==> src/rtl/mux8_rr_scheduler.sv <==
// Round-robin scheduler sharing one 8:1 mux among 8 requesters.
// Holds each grant for a bounded time and captures the mux output as a tagged sample.
module mux8_rr_scheduler #(
  parameter int unsigned HOLD_CYCLES = 4,
  parameter int unsigned CNT_W       = 4
) (
  input  logic       clk,
  input  logic       rst,
  input  logic [7:0] req,
  input  logic       done,
  input  logic       mux_y,
  output logic [7:0] grant,
  output logic [2:0] sel,
  output logic       mux_en_n,
  output logic       busy,
  output logic       sample_valid,
  output logic       sample_data,
  output logic [2:0] sample_idx
);

  typedef enum logic [1:0] {
    S_IDLE  = 2'd0,
    S_GRANT = 2'd1,
    S_GAP   = 2'd2
  } state_t;

  state_t           state, state_nxt;
  logic [2:0]       ptr, ptr_nxt;
  logic [CNT_W-1:0] cnt, cnt_nxt;

  logic [7:0] grant_nxt;
  logic [2:0] sel_nxt;
  logic       mux_en_n_nxt;
  logic       busy_nxt;
  logic       sample_valid_nxt;
  logic       sample_data_nxt;
  logic [2:0] sample_idx_nxt;

  logic       found_c;
  logic [2:0] win_c;
  logic [2:0] arb_idx_c;
  logic       exit_c;

  // Rotating priority search starting at ptr; sel always holds the current grantee
  always_comb begin
    found_c   = 1'b0;
    win_c     = ptr;
    arb_idx_c = ptr;
    for (int unsigned d = 0; d < 8; d++) begin
      arb_idx_c = ptr + 3'(d);
      if (!found_c && req[arb_idx_c]) begin
        found_c = 1'b1;
        win_c   = arb_idx_c;
      end
    end
  end

  assign exit_c = done || !req[sel] || (cnt == CNT_W'(HOLD_CYCLES - 1));

  // State register plus registered outputs
  always_ff @(posedge clk) begin
    if (rst) begin
      state        <= S_IDLE;
      ptr          <= 3'd0;
      cnt          <= '0;
      grant        <= 8'd0;
      sel          <= 3'd0;
      mux_en_n     <= 1'b1;
      busy         <= 1'b0;
      sample_valid <= 1'b0;
      sample_data  <= 1'b0;
      sample_idx   <= 3'd0;
    end else begin
      state        <= state_nxt;
      ptr          <= ptr_nxt;
      cnt          <= cnt_nxt;
      grant        <= grant_nxt;
      sel          <= sel_nxt;
      mux_en_n     <= mux_en_n_nxt;
      busy         <= busy_nxt;
      sample_valid <= sample_valid_nxt;
      sample_data  <= sample_data_nxt;
      sample_idx   <= sample_idx_nxt;
    end
  end

  // Next-state logic
  always_comb begin
    state_nxt = state;
    case (state)
      S_IDLE:  if (found_c) state_nxt = S_GRANT;
      S_GRANT: if (exit_c) state_nxt = S_GAP;
      S_GAP:   state_nxt = found_c ? S_GRANT : S_IDLE;
      default: state_nxt = S_IDLE;
    endcase
  end

  // Next values of the registered outputs, pointer and hold counter
  always_comb begin
    ptr_nxt          = ptr;
    cnt_nxt          = cnt;
    grant_nxt        = grant;
    sel_nxt          = sel;
    mux_en_n_nxt     = mux_en_n;
    busy_nxt         = busy;
    sample_valid_nxt = 1'b0;
    sample_data_nxt  = sample_data;
    sample_idx_nxt   = sample_idx;
    case (state)
      S_GRANT: begin
        if (exit_c) begin
          sample_valid_nxt = 1'b1;
          sample_data_nxt  = mux_y;
          sample_idx_nxt   = sel;
          grant_nxt        = 8'd0;
          mux_en_n_nxt     = 1'b1;
          busy_nxt         = 1'b0;
          ptr_nxt          = sel + 3'd1;
        end else begin
          cnt_nxt = cnt + CNT_W'(1);
        end
      end
      default: begin
        if (found_c) begin
          grant_nxt    = 8'd1 << win_c;
          sel_nxt      = win_c;
          mux_en_n_nxt = 1'b0;
          busy_nxt     = 1'b1;
          cnt_nxt      = '0;
        end
      end
    endcase
  end

endmodule

==> config.mk <==
export PLATFORM = sky130hd
export DESIGN_NAME = mux8_rr_scheduler
export DESIGN_NICKNAME = d
export VERILOG_FILES = /design/src/rtl/mux8_rr_scheduler.sv
export SDC_FILE = /design/constraint.sdc
export NUM_CORES = 1
export LEC_CHECK = 0
export BUFFER_PORTS_ARGS = -buffer_cell sky130_fd_sc_hd__buf_2
export CELL_PAD_IN_SITES_DETAIL_PLACEMENT = 1
export CELL_PAD_IN_SITES_GLOBAL_PLACEMENT = 2
export CORE_AREA = 4 4 72 101
export DETAILED_ROUTE_END_ITERATION = 8
export DIE_AREA = 0 0 76 105
export GPL_TIMING_DRIVEN = 0
export PLACE_DENSITY = 0.8
export SLEW_MARGIN = 25
export SYNTH_ARGS = -nofsm -noshare
export SYNTH_HDL_FRONTEND = slang
export SYNTH_SLANG_ARGS = --single-unit
==> constraint.sdc <==
create_clock -name clk -period 3 [get_ports clk]
set_input_delay 0.6 -clock clk [delete_from_list [all_inputs] [get_ports clk]]
set_output_delay 0.6 -clock clk [all_outputs]
set_load 0.01 [all_outputs]
==> flow_metrics.py <==
metrics = {
    "run_status": {
        "status": "complete, but fails checks",
        "violations": "setup timing",
    },
    "cts": {
        "numCtsBuffers": 3,
        "root_buffer": "clkbuf_8",
        "clkTransAtPathRegs_ps": 90,
        "cts_sinks": 27,
        "clk_latency_ps": 270,
        "hold_buffers": 0,
        "htree_levels": 1,
        "cts_tree": "done",
        "cts.path.max_buffers": 2,
    },
    "global_routing": {
        "met2_usage_pct": 29.5,
        "track_usage_pct": 15.0,
        "grt_pass1_wl_um": 9940,
        "grt_max_degree": 16,
        "gr-usage-met1_pct": 16.7,
        "grt_pass1_vias": 1965,
        "busiest_layer": "met2",
        "use_met3_pct": 0.862,
        "antenna_found_initial": 0,
        "overflow": 0,
    },
    "critical_path": {
        "crit_buf_inv": 2,
        "startpoint_type": "flip-flop",
        "rr_startpoint": "ptr[1]",
        "critical_path.max_stage_delay_ps": 550,
        "end_kind": "flip-flop",
        "critPathArrivalTime_ps": 3190,
        "timing.rr.end": "grant[3]",
        "reg2regPathDepth": 11,
        "crit_slowest_cell": "mux4_2",
        "worstPathCellList": "buf_4, ha_1, buf_6, mux4_2, mux2_4, a2bb2oi_4, or2_4, o211ai_2, a22oi_2, and2_4, a22o_1",
        "cp_top_family": "multiplexers",
        "ff2ff_setup_slack_ps": -9,
        "critPathKind": "reg -> reg",
        "cp.required_ps": 3180,
        "worstPathMaxFanout": 7,
    },
    "layout": {
        "drive_gt1_share_pct": 45.5,
        "stdcell_count": 329,
        "multi_input_area_um2": 1580,
        "fill_cells": 713,
        "num-nets-final": 272,
        "finalCoreUtilization_pct": 41.9,
        "synthToLayoutAreaGrowth_pct": 30.2,
        "layout_commonest_cell": "buf_2",
        "antennaDiodeCount": 0,
        "layout_common_cells": "buf_2, dfxtp_1, nor2_1, buf_4, mux4_2",
        "seqCellArea_um2": 546,
    },
    "placed_design": {
        "port_buffers": 29,
        "place.gp.congestion": 0.777,
        "dp_hpwl_um": 4300,
        "dp_cells": 304,
    },
    "yosys": {
        "ys_warn_count": 0,
        "yosys_most_used_dff": "dfxtp_1",
        "synth_edf_count": 0,
        "syn_nets": 217,
        "yosysSeqAreaShare_pct": 26.1,
        "syn_area_per_cell_um2": 10.3,
        "synth_cell_type_count": 54,
        "ys_async_sr_fraction_pct": 0,
        "synth_cells": 201,
        "ys_ff_latch": 27,
        "synth_area_um2": 2070,
    },
    "sta": {
        "layout_setup_ws_ps": -8.55,
        "drv_slew": 0,
        "period_share_pct": 100,
        "setup-tns-final_ps": -10.0,
        "whs_ps": 457,
        "fin_skew_ps": 7.40,
        "period_needed_ps": 3010,
        "finalSetupViolCount": 2,
        "hold_viol": 0,
        "worstMarginPinSlew_ps": 640,
        "slew_headroom_pct": 57.3,
        "fmax_mhz": 332,
        "rsz0062_at_grt": "true",
    },
    "job": {
        "maxCapViolations": 0,
    },
    "pwr": {
        "powerDensity_nw_per_um2": 756,
        "vdd_drop_max_mv": 0.426,
        "power_mw": 2.04,
        "power_leakage_nw": 1.06,
    },
    "die": {
        "die_h_um": 105,
        "rows": 35,
        "core-area_um2": 6440,
        "die_x_um": 76,
        "die_area_um2": 7980,
        "ios": 30,
        "floorplan.initialDensity_pct": 32.2,
    },
    "drt": {
        "routed_wirelength_um": 5950,
        "dr.pass1.iters": 4,
        "vias": 1836,
        "drtIter0Drc": 54,
        "ant_nets": 0,
        "viasPerCell": 5.58,
        "wire_per_inst_um": 18.1,
        "drc": 0,
    },
    "hold_path": {
        "worstHoldStart": "grant[1]",
        "whs_path_depth": 2,
        "hp-class": "reg -> reg",
        "hold-path-endpoint": "grant[1]",
    },
}
[how the worst max path moves through the flow]
stage / startpoint / endpoint / slack, ps / cells after the start
after floorplan: ptr[0] / grant[3] / 10 / 12
after global placement: ptr[1] / grant[2] / -340 / 11
after detailed placement: ptr[1] / grant[6] / -350 / 11
after CTS: ptr[1] / grant[3] / -10 / 12
after global routing: ptr[1] / grant[3] / -110 / 12
final: ptr[1] / grant[3] / -9 / 11
[report_power, final]
| group | total, mW | switching (mW) | internal, mW |
|---|---|---|---|
| Clock | 0.205 | 0.112 | 0.0931 |
| Combinational | 1.36 | 0.697 | 0.666 |
| Sequential | 0.471 | 0.0512 | 0.420 |
[worst register-to-register path, delay by kind of cell, from the launching register on]
family,cells,cell delay (ps)
simple gates,2,480
flops,1,370
compound gates,4,740
buf+inv,2,290
mux,2,880
fa+ha+maj,1,160
[sequential cells by signal (all words and copies together), names as in the netlist]
signal and flops:
busy 1, mux_en_n 1, grant 8, state 2, sample_data 1, cnt 4
sample_idx 3, sample_valid 1, sel 3, ptr 3
[cells in the mapped netlist (all sizes together), types with 2 or more instances]
library cell | count | area, µm²
or2 | 2 | 15.0
a22o | 4 | 35.0
xor2 | 3 | 26.3
nor3 | 10 | 65.1
clkbuf | 4 | 15.0
nor2b | 8 | 52.6
a31oi | 3 | 25.0
xnor2 | 4 | 42.6
inv | 7 | 26.3
o211ai | 3 | 27.5
nand4 | 3 | 18.8
a211oi | 4 | 35.0
a32oi | 3 | 26.3
nor2 | 22 | 82.6
nand2 | 14 | 52.6
mux2 | 3 | 37.5
a21o | 2 | 15.0
nand2b | 5 | 31.3
o21ai | 7 | 35.0
dfxtp | 27 | 541
nand3 | 4 | 20.0
ha | 4 | 50.1
mux2i | 16 | 214
mux4 | 16 | 360
o31ai | 2 | 15.0
buf | 5 | 43.8
a21oi | 2 | 13.8
[routing by layer]
metal	wire length, µm	part of all wire (%)
met1	2300	39
met2	3420	57
met3	68	1.1
met4	163	2.7
met5	0	0
[cell families after synthesis]
group           count (synthesis)  share of synthesized area, %
fa+ha+maj                       4                          2.42
xor+xnor                        7                          3.32
flops                          27                          26.1
compound gates                 40                          16.7
mux                            35                          29.5
simple gates                   72                          17.8
buf+inv                        16                          4.11
[repair_timing]
action | 4_1_cts | 5_1_grt
buffers inserted | 14 | 9
pin swaps | 6 | 16
endpoints found under the setup margin | 17 | 17
resized for setup | 13 | 21
[final cells by class]
type | count | share of cell area (%)
clock inverters | 1 | 0.186
plain buffers | 9 | 3.15
well taps | 74 | 3.43
inverters | 7 | 1.25
flip-flops and latches | 27 | 20.2
clock buffers | 3 | 1.53
multi-input cells | 158 | 58.5
repair buffers | 50 | 11.7
[per-stage QoR]
step / instance area [µm²] / setup slack [ps]
3_5_place_dp: 2330 / -347
6_report: 2700 / -8.55
2_1_floorplan: 2090 / 10.2
3_3_place_gp: 2330 / -336
4_1_cts: 2520 / -14.2
5_1_grt: 2700 / -107
Note: power is estimated with default switching activity, not from simulation.
